File: src/rtl/screen_sequencer_pkg.sv
// Shared TicTacToe VGA definitions: screen codes, winner codes and 3-bit colours.
package screen_sequencer_pkg;

  typedef enum logic [1:0] {
    SCR_START = 2'b00,
    SCR_PLAY  = 2'b01,
    SCR_WIN   = 2'b10
  } scr_t;

  localparam logic [1:0] WIN_NONE = 2'b00;
  localparam logic [1:0] WIN_X    = 2'b01;
  localparam logic [1:0] WIN_O    = 2'b10;
  localparam logic [1:0] WIN_DRAW = 2'b11;

  localparam logic [2:0] BLACK   = 3'b000;
  localparam logic [2:0] BLUE    = 3'b001;
  localparam logic [2:0] GREEN   = 3'b010;
  localparam logic [2:0] CYAN    = 3'b011;
  localparam logic [2:0] RED     = 3'b100;
  localparam logic [2:0] MAGENTA = 3'b101;
  localparam logic [2:0] YELLOW  = 3'b110;
  localparam logic [2:0] WHITE   = 3'b111;

endpackage

File: src/rtl/screen_sequencer_btn_sync_edge.sv
// Two-flop synchroniser for the raw start button followed by a rising-edge detector.
module screen_sequencer_btn_sync_edge (
  input  logic clk,
  input  logic reset_n,
  input  logic btn_raw,
  output logic pulse
);

  logic sync_1, sync_2, sync_prev;

  always_ff @(posedge clk or negedge reset_n) begin
    if (!reset_n) begin
      sync_1    <= 1'b0;
      sync_2    <= 1'b0;
      sync_prev <= 1'b0;
    end else begin
      sync_1    <= btn_raw;
      sync_2    <= sync_1;
      sync_prev <= sync_2;
    end
  end

  assign pulse = sync_2 & ~sync_prev;

endmodule

File: src/rtl/screen_sequencer.sv
// Screen controller for the TicTacToe VGA path: START -> PLAY -> WINNER sequencing,
// font ROM grant, generator enables and the registered pixel colour.
//
//  state     | meaning
//  SCR_START | title screen, waiting for a start press
//  SCR_PLAY  | board screen, waiting for game_over
//  SCR_WIN   | winner screen, held at least WIN_FRAMES frames before a press returns to START
module screen_sequencer
  import screen_sequencer_pkg::*;
#(
  parameter int H_ACTIVE   = 640,
  parameter int V_ACTIVE   = 480,
  parameter int WIN_FRAMES = 180,
  parameter int FCNT_W     = 8
) (
  input  logic        clk,
  input  logic        reset_n,
  input  logic        pixel_tick,
  input  logic        video_on,
  input  logic [9:0]  pix_x,
  input  logic [9:0]  pix_y,
  input  logic        start_btn,
  input  logic        game_over,
  input  logic [1:0]  winner_in,
  input  logic [10:0] start_rom_addr,
  input  logic [10:0] board_rom_addr,
  input  logic [10:0] win_rom_addr,
  input  logic [2:0]  start_rgb,
  input  logic [2:0]  board_rgb,
  input  logic [2:0]  win_rgb,
  output logic [10:0] rom_addr,
  output logic        ce_start,
  output logic        ce_board,
  output logic        ce_win,
  output logic [1:0]  winner_sel,
  output logic [2:0]  rgb,
  output logic [1:0]  screen
);

  localparam logic [9:0]        H_LIM   = 10'(H_ACTIVE);
  localparam logic [9:0]        V_LIM   = 10'(V_ACTIVE);
  localparam logic [FCNT_W-1:0] WIN_CNT = FCNT_W'(WIN_FRAMES);

  logic start_pulse;
  logic frame_start;
  logic in_range;

  scr_t              screen_q, screen_d;
  scr_t              pend_scr_q, pend_scr_d;
  logic              pend_q, pend_d;
  logic [1:0]        win_q, win_d;
  logic [FCNT_W-1:0] fcnt_q, fcnt_d;
  logic [2:0]        rgb_q, rgb_d;
  logic [2:0]        gen_rgb;
  logic [10:0]       addr_mux;

  screen_sequencer_btn_sync_edge u_btn (
    .clk     (clk),
    .reset_n (reset_n),
    .btn_raw (start_btn),
    .pulse   (start_pulse)
  );

  assign frame_start = pixel_tick && (pix_x == 10'd0) && (pix_y == 10'd0);
  assign in_range    = (pix_x < H_LIM) && (pix_y < V_LIM);

  always_ff @(posedge clk or negedge reset_n) begin
    if (!reset_n) begin
      screen_q   <= SCR_START;
      pend_scr_q <= SCR_START;
      pend_q     <= 1'b0;
      win_q      <= WIN_NONE;
      fcnt_q     <= '0;
      rgb_q      <= BLACK;
    end else begin
      screen_q   <= screen_d;
      pend_scr_q <= pend_scr_d;
      pend_q     <= pend_d;
      win_q      <= win_d;
      fcnt_q     <= fcnt_d;
      rgb_q      <= rgb_d;
    end
  end

  // Events are only taken while nothing is pending; the commit clock itself takes no new event.
  always_comb begin
    screen_d   = screen_q;
    pend_scr_d = pend_scr_q;
    pend_d     = pend_q;
    win_d      = win_q;
    fcnt_d     = fcnt_q;

    if (frame_start && screen_q == SCR_WIN && fcnt_q != WIN_CNT)
      fcnt_d = fcnt_q + 1'b1;

    if (pend_q) begin
      if (frame_start) begin
        screen_d = pend_scr_q;
        pend_d   = 1'b0;
        if (pend_scr_q == SCR_WIN)   fcnt_d = '0;
        if (pend_scr_q == SCR_START) win_d  = WIN_NONE;
      end
    end else begin
      case (screen_q)
        SCR_START: if (start_pulse) begin
          pend_d     = 1'b1;
          pend_scr_d = SCR_PLAY;
        end
        SCR_PLAY: if (game_over) begin
          pend_d     = 1'b1;
          pend_scr_d = SCR_WIN;
          win_d      = winner_in;
        end
        SCR_WIN: if (start_pulse && fcnt_q == WIN_CNT) begin
          pend_d     = 1'b1;
          pend_scr_d = SCR_START;
        end
        default: ;
      endcase
    end
  end

  always_comb begin
    ce_start = 1'b0;
    ce_board = 1'b0;
    ce_win   = 1'b0;
    gen_rgb  = start_rgb;
    addr_mux = start_rom_addr;
    case (screen_q)
      SCR_PLAY: begin
        ce_board = 1'b1;
        gen_rgb  = board_rgb;
        addr_mux = board_rom_addr;
      end
      SCR_WIN: begin
        ce_win   = 1'b1;
        gen_rgb  = win_rgb;
        addr_mux = win_rom_addr;
      end
      default: ce_start = 1'b1;
    endcase
  end

  always_comb begin
    rgb_d = rgb_q;
    if (pixel_tick)
      rgb_d = (video_on && in_range) ? gen_rgb : BLACK;
  end

  // The grant reads as zero while reset is held so the ROM sees a known address.
  assign rom_addr   = reset_n ? addr_mux : 11'd0;
  assign winner_sel = win_q;
  assign rgb        = rgb_q;
  assign screen     = screen_q;

endmodule
File: config.mk
export PLATFORM = sky130hd
export DESIGN_NAME = screen_sequencer
export DESIGN_NICKNAME = d
export VERILOG_FILES = /design/src/rtl/screen_sequencer_pkg.sv /design/src/rtl/screen_sequencer_btn_sync_edge.sv /design/src/rtl/screen_sequencer.sv
export SDC_FILE = /design/constraint.sdc
export NUM_CORES = 1
export LEC_CHECK = 0
export ABC_AREA = 1
export BUFFER_PORTS_ARGS = -buffer_cell sky130_fd_sc_hd__buf_2
export CORE_MARGIN = 5
export CORE_UTILIZATION = 50
export DETAILED_ROUTE_END_ITERATION = 12
export PLACE_DENSITY = 0.87
export SYNTH_ARGS = -nofsm -noshare
export SYNTH_HDL_FRONTEND = slang
export SYNTH_HIERARCHICAL = 1
export SYNTH_SLANG_ARGS = --single-unit
export TNS_END_PERCENT = 1
File: constraint.sdc
create_clock -name clk -period 2.58 [get_ports clk]
set_input_delay 0.645 -clock clk [delete_from_list [all_inputs] [get_ports clk]]
set_output_delay 0.645 -clock clk [all_outputs]
set_load 0.05 [all_outputs]
* Word-level counts from Yosys, hierarchy flattened
Cells that the tools add are included.
** Word-level totals
- Bits in registers :: 21
- Output and inout port bits :: 21
- Word-level logic and storage cells :: 69
** Operators by class
- $lt $le $gt $ge :: 2
- Equality and inequality tests :: 10
- Bitwise operators :: 3
- Reductions and logical operators :: 18
- Add/sub/neg operators :: 1
- Mux-type cells :: 26
** Operator list (count)
- 8-bit 2-to-1 mux :: 4
- 11-bit case mux with 2 select lines :: 1
- 10-bit logical NOT :: 2
- 2-bit 2-to-1 mux :: 8
- 11-bit 2-to-1 mux :: 1
- 10-bit less-than comparator, second input constant :: 1
- 10-bit by 9-bit less-than comparator with 1-bit output, second input constant :: 1
- 8-bit by 1-bit adder with 8-bit output, second input constant :: 1
- 8-bit == test, second input constant :: 1
- 1-bit 2-to-1 mux :: 8
- 8-bit != test, second input constant :: 1
- 1-bit logical AND :: 7
- 2-bit != test, second input constant :: 3
- 2-bit case mux with 3 select lines :: 1
- 3-bit case mux with 2 select lines :: 1
- 5-bit AND reduction :: 1
- 2-bit == test, second input constant :: 2
- 2-bit logical NOT :: 2
- 2-bit by 1-bit != test with 1-bit output, second input constant :: 2
- 4-bit AND reduction :: 1
- 2-bit nonzero test :: 2
- 3-bit 2-to-1 mux :: 1
- 1-bit case mux with 3 select lines :: 1
- 3-bit nonzero test :: 1
- 5 further kinds :: 6

* Depth between registers and ports, before layout
Gate-level depths: netlist of the first run.
- Word-level depth :: 9
- Depth in mapped cells :: 10
- Depth with buffers taken out :: 10

* By module
Netlist of the first run, hierarchy kept.
** By module, submodules not included
- screen_sequencer :: instances 1, cells an instance 261, area each 1716.6 sq um
- screen_sequencer_btn_sync_edge :: instances 1, cells an instance 5, area each 85.1 sq um

* Worst setup path before layout of the first run
OpenSTA, ideal clock, no wires.
- Path type :: register to output
- Start :: reg screen_q[1], in the netlist screen[1]
- End :: out rom_addr[10]
- Arrival time :: 2.343 ns
- Path buffers :: 2
- Setup slack :: -0.408 ns
- Required time :: 1.935 ns
- Stages on the path, launching flop included :: 7
- Path through :: dfrtp_1 -> ha_1 -> bufbuf_16 -> buf_2 -> nand2_1 -> a31o_2 -> inv_1
** Between the ends
- Longest elaborated chain between the ends :: 3
** Ends and longest elaborated chain
- start: declaration :: RTL line screen_sequencer.sv:48 : scr_t screen_q, screen_d;
- start signal: assignment :: RTL line screen_sequencer.sv:76 : screen_q <= screen_d;
- 2-bit == test / 2-bit by 1-bit == test with 1-bit output (equally long branches) :: RTL line screen_sequencer.sv:129 : case (screen_q)
- 11-bit case mux with 2 select lines * :: RTL line screen_sequencer.sv:129
- 11-bit 2-to-1 mux * :: RTL line screen_sequencer.sv:151 : assign rom_addr = reset_n ? addr_mux : 11'd0;
- end: declaration :: RTL line screen_sequencer.sv:31 : output logic [10:0] rom_addr,
Every way passes the cells marked *; elsewhere a longest branch is shown, timed or not.

* Worst setup path in the final report of the first run
- Start :: reg screen_q[1], in the netlist screen[1]
- End :: out rom_addr[3]
Same word-level chain as after synthesis.

==> results of run 1 <==
[per-stage QoR]
step / hold slack [ps] / util / total power [uW] / instances
after floorplan: 331 / - / 466 / 266
after global placement: 335 / 0.675 / 545 / 397
after detailed placement: 343 / 0.675 / 548 / 397
after CTS: 372 / 0.689 / 713 / 401
after global routing: 382 / 0.709 / 758 / 403
final: 369 / 0.709 / 716 / 403
[power groups by stage]
| stage | sequential, uW | combinational [uW] | clock (uW) |
|---|---|---|---|
| final | 352 | 200 | 165 |
| after CTS | 352 | 195 | 166 |
| after floorplan | 360 | 106 | 0 |
| after global routing | 354 | 220 | 185 |
| after detailed placement | 357 | 191 | 0 |
| after global placement | 357 | 188 | 0 |
[placed cells by master (no fill, tap or decap)]
| master | netlist | routed |
|---|---|---|
| a21oi_1 | 6 | 6 |
| a31o_2 | 11 | 11 |
| buf_2 | 3 | 79 |
| buf_4 | 0 | 8 |
| buf_6 | 2 | 9 |
| clkbuf_4 | 0 | 4 |
| clkinv_2 | 0 | 1 |
| clkinvlp_4 | 0 | 10 |
| dfrtp_1 | 21 | 19 |
| dfrtp_2 | 0 | 2 |
| ha_1 | 6 | 4 |
| ha_2 | 0 | 1 |
| ha_4 | 0 | 1 |
| inv_1 | 34 | 23 |
| inv_2 | 3 | 4 |
| nand2_1 | 74 | 74 |
| nand2_2 | 2 | 2 |
| nand3_1 | 9 | 9 |
| nand3_2 | 2 | 2 |
| nand4_1 | 11 | 11 |
| nand4_4 | 1 | 1 |
| nor2_1 | 31 | 31 |
| nor2_2 | 9 | 9 |
| nor2_4 | 4 | 4 |
| nor2_8 | 1 | 1 |
| nor3_1 | 2 | 2 |
| nor3_2 | 1 | 1 |
| o21ai_0 | 22 | 21 |
| o21ai_1 | 4 | 5 |
| or2_4 | 1 | 1 |
| xnor2_1 | 1 | 1 |
[critical path: stages (launching register included)]
cell	delay, ps
dfrtp_2	410
inv_1	60
ha_1	320
buf_6	170
o21ai_0	90
a31o_2	240
clkinvlp_4	60
buf_4	180
[per-layer routing]
layer  share of wire  up-vias
li1                -     1033
met4           0.011        0
met1            0.43      887
met3           0.092        6
met2            0.47       67
met5               0        -
[final cells by class]
type | count | area (um2)
Inverter | 37 | 176
Fill cell | 317 | 995
Sequential cell | 21 | 528
Timing Repair Buffer | 97 | 564
Tap cell | 46 | 57.6
Clock buffer | 3 | 22.5
Clock inverter | 1 | 5.00
Multi-Input combinational cell | 198 | 1070
[kinds of logic (layout without fill, tap and decap cells)]
family	after synthesis	in the layout	synth area share
simple gates	148	148	0.395
buf+inv	47	138	0.124
compound gates	43	43	0.142
flops	21	21	0.292
fa+ha+maj	6	6	0.0417
xor+xnor	1	1	0.00486
[flip-flops by register name, summed over array words and instances, names as in the netlist]
signal / count
u_btn/sync_2: 1
rgb: 3
pend_q: 1
u_btn/sync_prev: 1
fcnt_q: 8
winner_sel: 2
screen: 2
u_btn/sync_1: 1
pend_scr_q: 2
[cells in the mapped netlist (all sizes together) (3+ instances only)]
| cell type | n | area [um2] |
|---|---|---|
| nand2 | 76 | 290 |
| buf | 6 | 41.3 |
| a21oi | 6 | 30.0 |
| nor3 | 3 | 20.0 |
| o21ai | 26 | 130 |
| inv | 37 | 139 |
| nor2 | 45 | 238 |
| clkbuf | 3 | 11.3 |
| a31o | 11 | 96.3 |
| dfrtp | 21 | 526 |
| nand4 | 12 | 90.1 |
| ha | 6 | 75.1 |
| nand3 | 11 | 65.1 |
[repair_timing]
| item | 4_1_cts | 5_1_grt |
|---|---|---|
| gates resized for setup | 8 | 17 |
| cloned | 0 | 0 |
| hold buffers | 0 | 0 |
| endpoints found under the hold margin | 0 | 0 |
| setup endpoints to repair | 8 | 11 |
| setup buffers | 0 | 2 |
[path summary, 6_finish.rpt]
kind	slack (ps)	end	cells past startpoint	start
max in group asynchronous	1980	screen[1]$_DFFE_PN0P_	2	reset_n
min in group asynchronous	430	fcnt_q[2]$_DFF_PN0_	2	reset_n
worst min register to register	370	u_btn/sync_2$_DFF_PN0_	0	u_btn/sync_1$_DFF_PN0_
worst max register to register	1050	winner_sel[0]$_DFFE_PN0P_	7	screen[1]$_DFFE_PN0P_
worst min-delay path	370	u_btn/sync_2$_DFF_PN0_	0	u_btn/sync_1$_DFF_PN0_
worst max-delay path	90	rom_addr[3]	7	screen[1]$_DFFE_PN0P_
==> impl_metrics.ini, run 1 <==
[outcome]
status = completed

[setup_path]
start_kind = register
required_ps = 1930
worstSetupEndpointType = output port
worst_ep_arrival_time_ps = 1840
path_class = reg2out
cp_max_fo = 16

[sta]
rsz0062_at_grt = true
final-max-slew-violation-count = 0
relSlewSlack = 0.778
setup-violations-final = 0
worst_pin_slew_ps = 333
tns_ps = 0
fin_crit_ps = 2490
fin_skew_ps = 6.19
timing.final.crit_share = 0.965
worst_slack_ps = 90.2
fmax_mhz = 402
hold_viol = 0

[power_and_ir_drop]
ir_drop_uv = 191
power_frac_seq = 0.491
swShare = 0.327
p_int_uw = 482
pwr-share-clk = 0.230
switching_power_uw = 234
pwr_density_cell_nw_per_um2 = 296
combPwrFrac = 0.279
leakagePower_uw = 0.00120

[logic_synthesis]
yosysSeqAreaShare = 0.292
syn_inst = 266
ys_types = 27
yosysWarnings = 6
synth-async-reset-ratio = 1.00
ys_ff_latch = 21
syn-cell-area_um2 = 1800
ys.flop_type = dfrtp_1
syn_area_per_cell_um2 = 6.77
synthesis.nets = 342
synth-edff-count = 0

[global_route]
grt-busiest-layer = met2
grt-ovfl-total = 0
use_met1 = 0.229
grt_use_total = 0.186
grtUsageMet3 = 0.0473
grt.met2_usage = 0.324
grt_max_degree = 19
antenna_found_initial = 0
grt_pass1_vias = 1910
grt_pass1_wl_um = 7730

[die]
die_area_um2 = 4900
start_util = 0.527
fp.dieH_um = 70.0
rows = 21
fp.dieW_um = 70.0
core_area_um2 = 3420
ioPinCount = 91

[routing]
totalWireLength_um = 4610
drt_first_pass_iters = 4
detail-route-antenna-nets = 0
dr.first_iter.drc_count = 38
wire_per_inst_um = 11.4
drc = 0
vias_per_cell = 4.95
vias = 1993

[clock_tree]
worstSkewPairLatency_ps = 310
cts_tree = built
cts_buffer_depth = 2
root_buffer = clkbuf_4
cts_buffers = 3
cts.clk_slew.worst_paths_ps = 130
cts_max_level = 1
cts.sinks = 21

[flow_run]
drv_cap = 0

[layout]
finalNetCount = 434
n_antenna_cell = 0
layout-drive-gt1-share = 0.423
stdcell_area_um2 = 2420
area_delta_synth_final_pct = 34.4

[placement]
dp_hpwl_um = 3760
pre_cts_slack_ps = 325
numPortBuffers = 90
gp_congestion = 0.883
placed_area_um2 = 2310

[min_path]
hold_path_class = reg2reg
Note: power is estimated with default switching activity, not from simulation.
==> run 2: changes to the inputs <==
Settings changed: SETUP_SLACK_MARGIN set to 0.5.
==> run 2 against run 1 <==
Clock power shrank 4%. Cell count increased by 0.50%. Clock-buffer cell count up 1. Fmax rose by 3.2%. First-iteration DRC count increased by 120%. Routed wire length up 15%. Largest power group unchanged. Highest routed layer unchanged.
==> impl_metrics.ini, run 2 (synthesized netlist as in run 1, its figures left out) <==
[outcome]
status = completed

[routing]
drc = 0
vias = 2115
totalWireLength_um = 5310
drt_first_pass_iters = 4
detail-route-antenna-nets = 0
wire_per_inst_um = 13.1
vias_per_cell = 5.22
dr.first_iter.drc_count = 84

[setup_path]
worst_ep_arrival_time_ps = 1770
path_class = reg2out
path_cells = inv_4 > ha_4 > buf_6 > o21ai_1 > a31o_2 > clkinvlp_4 > buf_6
cp_max_fo = 6
critical_path.top_delay_family = flip-flops
cp_num_buf_inv = 4
crit_path_frequent_cell = buf_6
worstSetupEndpointType = output port
start_kind = register
cp_slowest_cell = dfrtp_2
cp_slowest_stage_delay_ps = 420
required_ps = 1930

[layout]
area_delta_synth_final_pct = 40.0
multi_input_area_um2 = 1110
finalNetCount = 436
regMostFlops = fcnt_q
final_cell_mix = buf_2 (79), nand2_1 (74), nor2_1 (31), inv_1 (21), dfrtp_1 (19)
nFillCells = 271
seq_area_um2 = 528
layout-drive-gt1-share = 0.448
largest_reg_flops = 8
layout_commonest_cell = buf_2
n_antenna_cell = 0

[sta]
final-max-slew-violation-count = 0
timing.final.crit_share = 0.935
fmax_mhz = 415
fin_skew_ps = 10.4
worst_pin_slew_ps = 353
hold_viol = 0
relSlewSlack = 0.765
rsz0062_at_grt = true
setup-violations-final = 0
holdWs_ps = 220
worst_slack_ps = 168
fin_crit_ps = 2410
tns_ps = 0

[global_route]
grt_max_degree = 19
grt-busiest-layer = met2
grt-ovfl-total = 0
grt_pass1_wl_um = 8450
grt.met2_usage = 0.380
grt_use_total = 0.208
grtUsageMet3 = 0.0746
use_met1 = 0.227
grt_pass1_vias = 1989
antenna_found_initial = 0

[clock_tree]
cts_buffer_depth = 2
cts.clk_slew.worst_paths_ps = 120
cts_buffers = 3
cts_tree = built
root_buffer = clkbuf_4
cts.sinks = 21
worstSkewPairLatency_ps = 310
cts_max_level = 1
holdBufCountCts = 0

[die]
ioPinCount = 91
fp.dieW_um = 70.0
start_util = 0.527
core_area_um2 = 3420
die_area_um2 = 4900
fp.dieH_um = 70.0
rows = 21

[placement]
numPortBuffers = 90
pre_cts_slack_ps = 299
gp_congestion = 0.893
dp_hpwl_um = 3860

[flow_run]
drv_cap = 0

[power_and_ir_drop]
p_int_uw = 492
pwr_density_cell_nw_per_um2 = 287
power_frac_seq = 0.485
leakagePower_uw = 0.00122
swShare = 0.320
combPwrFrac = 0.295
ir_drop_uv = 225
switching_power_uw = 231
pwr-share-clk = 0.220

[min_path]
hold_path_class = in2async
-- run 2: cell count changes in the layout (fill, tap and decap cells not counted), sizes merged --
| cell | before | now |
|---|---|---|
| buf | 96 | 99 |
| clkinv | 1 | 0 |
| clkinvlp | 10 | 11 |
| inv | 27 | 26 |
-- run 2: stage by stage --
stage               cell area [um2]  utilization  power, uW  std cells
CTS                            2510        0.735        724        405
global placement               2320        0.680        544        394
global route                   2520        0.738        763        405
detailed placement             2320        0.680        548        394
finish                         2520        0.738        724        405
floorplan                      1910            -        467        266
-- run 2: path summary, 6_finish.rpt --
| path | startpoint | end | slack (ps) | cells past startpoint |
|---|---|---|---|---|
| worst max-delay path | screen[0]$_DFFE_PN0P_ | rom_addr[5] | 170 | 7 |
| max in group asynchronous | reset_n | screen[1]$_DFFE_PN0P_ | 1890 | 2 |
| worst max register to register | screen[1]$_DFFE_PN0P_ | rgb[2]$_DFFE_PN0P_ | 1030 | 7 |
| min in group clk | u_btn/sync_1$_DFF_PN0_ | u_btn/sync_2$_DFF_PN0_ | 360 | 0 |
| worst min-delay path | reset_n | rgb[0]$_DFFE_PN0P_ | 220 | 1 |
| worst min register to register | u_btn/sync_1$_DFF_PN0_ | u_btn/sync_2$_DFF_PN0_ | 360 | 0 |
-- run 2: worst reg2reg max path: stages, from the launching register on --
cell     delay (ps)
dfrtp_2         420
buf_4           150
ha_4            230
buf_4           240
nand2_1          80
nand3_1          60
o21ai_0          90
o21ai_0         210
-- run 2: per-layer routing --
metal,share of wire,vias to the layer above
met2,0.52,90
li1,-,1038
met4,0.018,0
met5,0,-
met1,0.38,964
met3,0.087,23
-- run 2: power by group through the flow --
stage / clock [uW] / sequential [uW] / combinational [uW]
2_1_floorplan: 0 / 360 / 107
3_3_place_gp: 0 / 357 / 187
3_5_place_dp: 0 / 357 / 191
4_1_cts: 162 / 351 / 211
5_1_grt: 178 / 352 / 233
6_report: 159 / 351 / 214
-- run 2: repair_timing --
item / in CTS / in global routing
resized for setup: 44 / 3
endpoints found under the setup margin: 14 / 14
endpoints found under the hold margin: 0 / 0
pin swaps: 5 / 1
setup buffers: 7 / 0
-- run 2: final cells by class --
type	count	area share
Sequential cell	21	0.209
Timing Repair Buffer	99	0.243
Multi-Input combinational cell	198	0.441
Inverter	37	0.0734
Tap cell	46	0.0228
Clock buffer	4	0.0104
==> run 3: changes to the inputs <==
Settings changed: CORE_UTILIZATION 50 to 51, CTS_BUF_LIST set to sky130_fd_sc_hd__clkbuf_4 sky130_fd_sc_hd__clkbuf_8, PLACE_DENSITY 0.87 to 0.88.
==> run 3 against run 2 <==
Clock-buffer cell count is 1 lower. Sequential power barely moved. Core utilization rose by 1.1 points. Fmax fell by 1.2%. Non-clock buffer count is the same. Die area shrank 1.7%. Sequential share of layout area decreased by 0.14 points. Highest routed layer unchanged. Register-to-register slack got worse by 120 ps. Critical path type unchanged. Via count fell by 2.6%.
==> impl_metrics.ini, run 3 (synthesized netlist as in run 1, its figures left out) <==
[power_and_ir_drop]
power_frac_seq = 0.477
pwr_density_cell_nw_per_um2 = 290
ir_drop_uv = 271
swShare = 0.333
switching_power_uw = 245
leakagePower_uw = 0.00123
pwr-share-clk = 0.232
combPwrFrac = 0.291
p_int_uw = 491

[global_route]
grt-ovfl-total = 0
grt-busiest-layer = met2
grt_max_degree = 19
use_met1 = 0.247
antenna_found_initial = 0
grtUsageMet3 = 0.0754
grt_pass1_vias = 2012
grt.met2_usage = 0.370
grt_use_total = 0.216
grt_pass1_wl_um = 8730

[layout]
layout_commonest_cell = buf_2
largest_reg_flops = 8
layout-drive-gt1-share = 0.448
regMostFlops = fcnt_q
instances_no_fill = 405
n_antenna_cell = 0
fin_util = 0.749
finalNetCount = 436
final_cell_mix = buf_2 (79), nand2_1 (74), nor2_1 (31), inv_1 (21), dfrtp_1 (19)
area_delta_synth_final_pct = 41.0

[clock_tree]
cts_tree = built
holdBufCountCts = 0
root_buffer = clkbuf_4
cts.sinks = 21
cts.clk_slew.worst_paths_ps = 130
cts_max_level = 1
cts_buffer_depth = 2
worstSkewPairLatency_ps = 330
cts_buffers = 3

[sta]
timing.final.crit_share = 0.946
hold_viol = 0
tns_ps = 0
setup-violations-final = 0
rsz0062_at_grt = true
fin_crit_ps = 2440
fin_skew_ps = 8.13
worst_pin_slew_ps = 338
fmax_mhz = 410
relSlewSlack = 0.775
final-max-slew-violation-count = 0

[routing]
drc = 0
totalWireLength_um = 5200
detail-route-antenna-nets = 0
vias_per_cell = 5.08
vias = 2059
wire_per_inst_um = 12.8
dr.first_iter.drc_count = 70
drt_first_pass_iters = 4

[die]
fp.dieH_um = 69.4
die_area_um2 = 4820
core_area_um2 = 3390
ioPinCount = 91
fp.dieW_um = 69.4
start_util = 0.532
rows = 21

[setup_path]
cp_slowest_cell = dfrtp_2
crit_path_frequent_cell = buf_8
worst_ep_arrival_time_ps = 1800
cp_max_fo = 8
path_cells = inv_4 > ha_4 > buf_8 > o21ai_2 > a31o_2 > clkinvlp_4 > buf_8
start_kind = register
worstSetupEndpointType = output port
cp_slowest_stage_delay_ps = 430
required_ps = 1930
path_class = reg2out

[flow_run]
drv_cap = 0

[min_path]
hold_path_class = in2async

[placement]
gp_congestion = 0.826
placed_cells = 394
numPortBuffers = 90
dp_hpwl_um = 3730

[outcome]
status = completed
==> run 3: repair_timing <==
action | in CTS | in global routing
setup buffers | 7 | 0
endpoints found under the setup margin | 14 | 14
pin swaps | 5 | 1
resized for setup | 46 | 2
==> run 3: final timing paths <==
| kind | startpoint | endpoint | slack (ps) | cells after the start |
|---|---|---|---|---|
| setup / recovery | screen[0]$_DFFE_PN0P_ | rom_addr[5] | 140 | 7 |
| hold / removal | reset_n | rgb[2]$_DFFE_PN0P_ | 190 | 1 |
| setup reg to reg | screen[0]$_DFFE_PN0P_ | fcnt_q[0]$_DFF_PN0_ | 910 | 7 |
| hold reg to reg | u_btn/sync_1$_DFF_PN0_ | u_btn/sync_2$_DFF_PN0_ | 370 | 0 |
| max in group asynchronous | reset_n | fcnt_q[1]$_DFF_PN0_ | 1890 | 2 |
| min in group clk | u_btn/sync_1$_DFF_PN0_ | u_btn/sync_2$_DFF_PN0_ | 370 | 0 |
==> run 3: area by class of cell <==
cell class	instances	area, um2
clock inverters	1	5.00
repair buffers	99	633
inverters	37	185
well taps	46	57.6
multi-input cells	198	1110
fillers	256	850
flip-flops and latches	21	528
clock buffers	3	22.5
==> run 3: per-layer routing <==
layer / wire length [um] / share of wire
met3: 502 / 0.097
met4: 112 / 0.022
met2: 2620 / 0.50
met5: 0 / 0
met1: 1960 / 0.38
==> run 3: worst max-delay path: cells and delay by family, from the launching register on <==
family	cells	cell delay (ps)
AO/OA/AOI/OAI	2	290
buffers and inverters	4	440
adder cells (fa/ha/maj)	1	310
flip-flops	1	430
==> run 3: through the flow <==
step,total power [uW],cell area [um2],hold WS (ps),setup WS [ps]
floorplan,467,1910,331,292
global placement,543,2320,332,371
detailed placement,548,2320,343,320
CTS,734,2530,193,176
global route,778,2540,184,87.8
finish,736,2540,193,139
==> run 3: power groups by stage <==
stage	Clock, uW	Combinational, uW	Sequential (uW)
4_1_cts	171	212	351
3_5_place_dp	0	190	357
2_1_floorplan	0	107	360
6_report	171	214	351
5_1_grt	189	235	354
3_3_place_gp	0	186	357
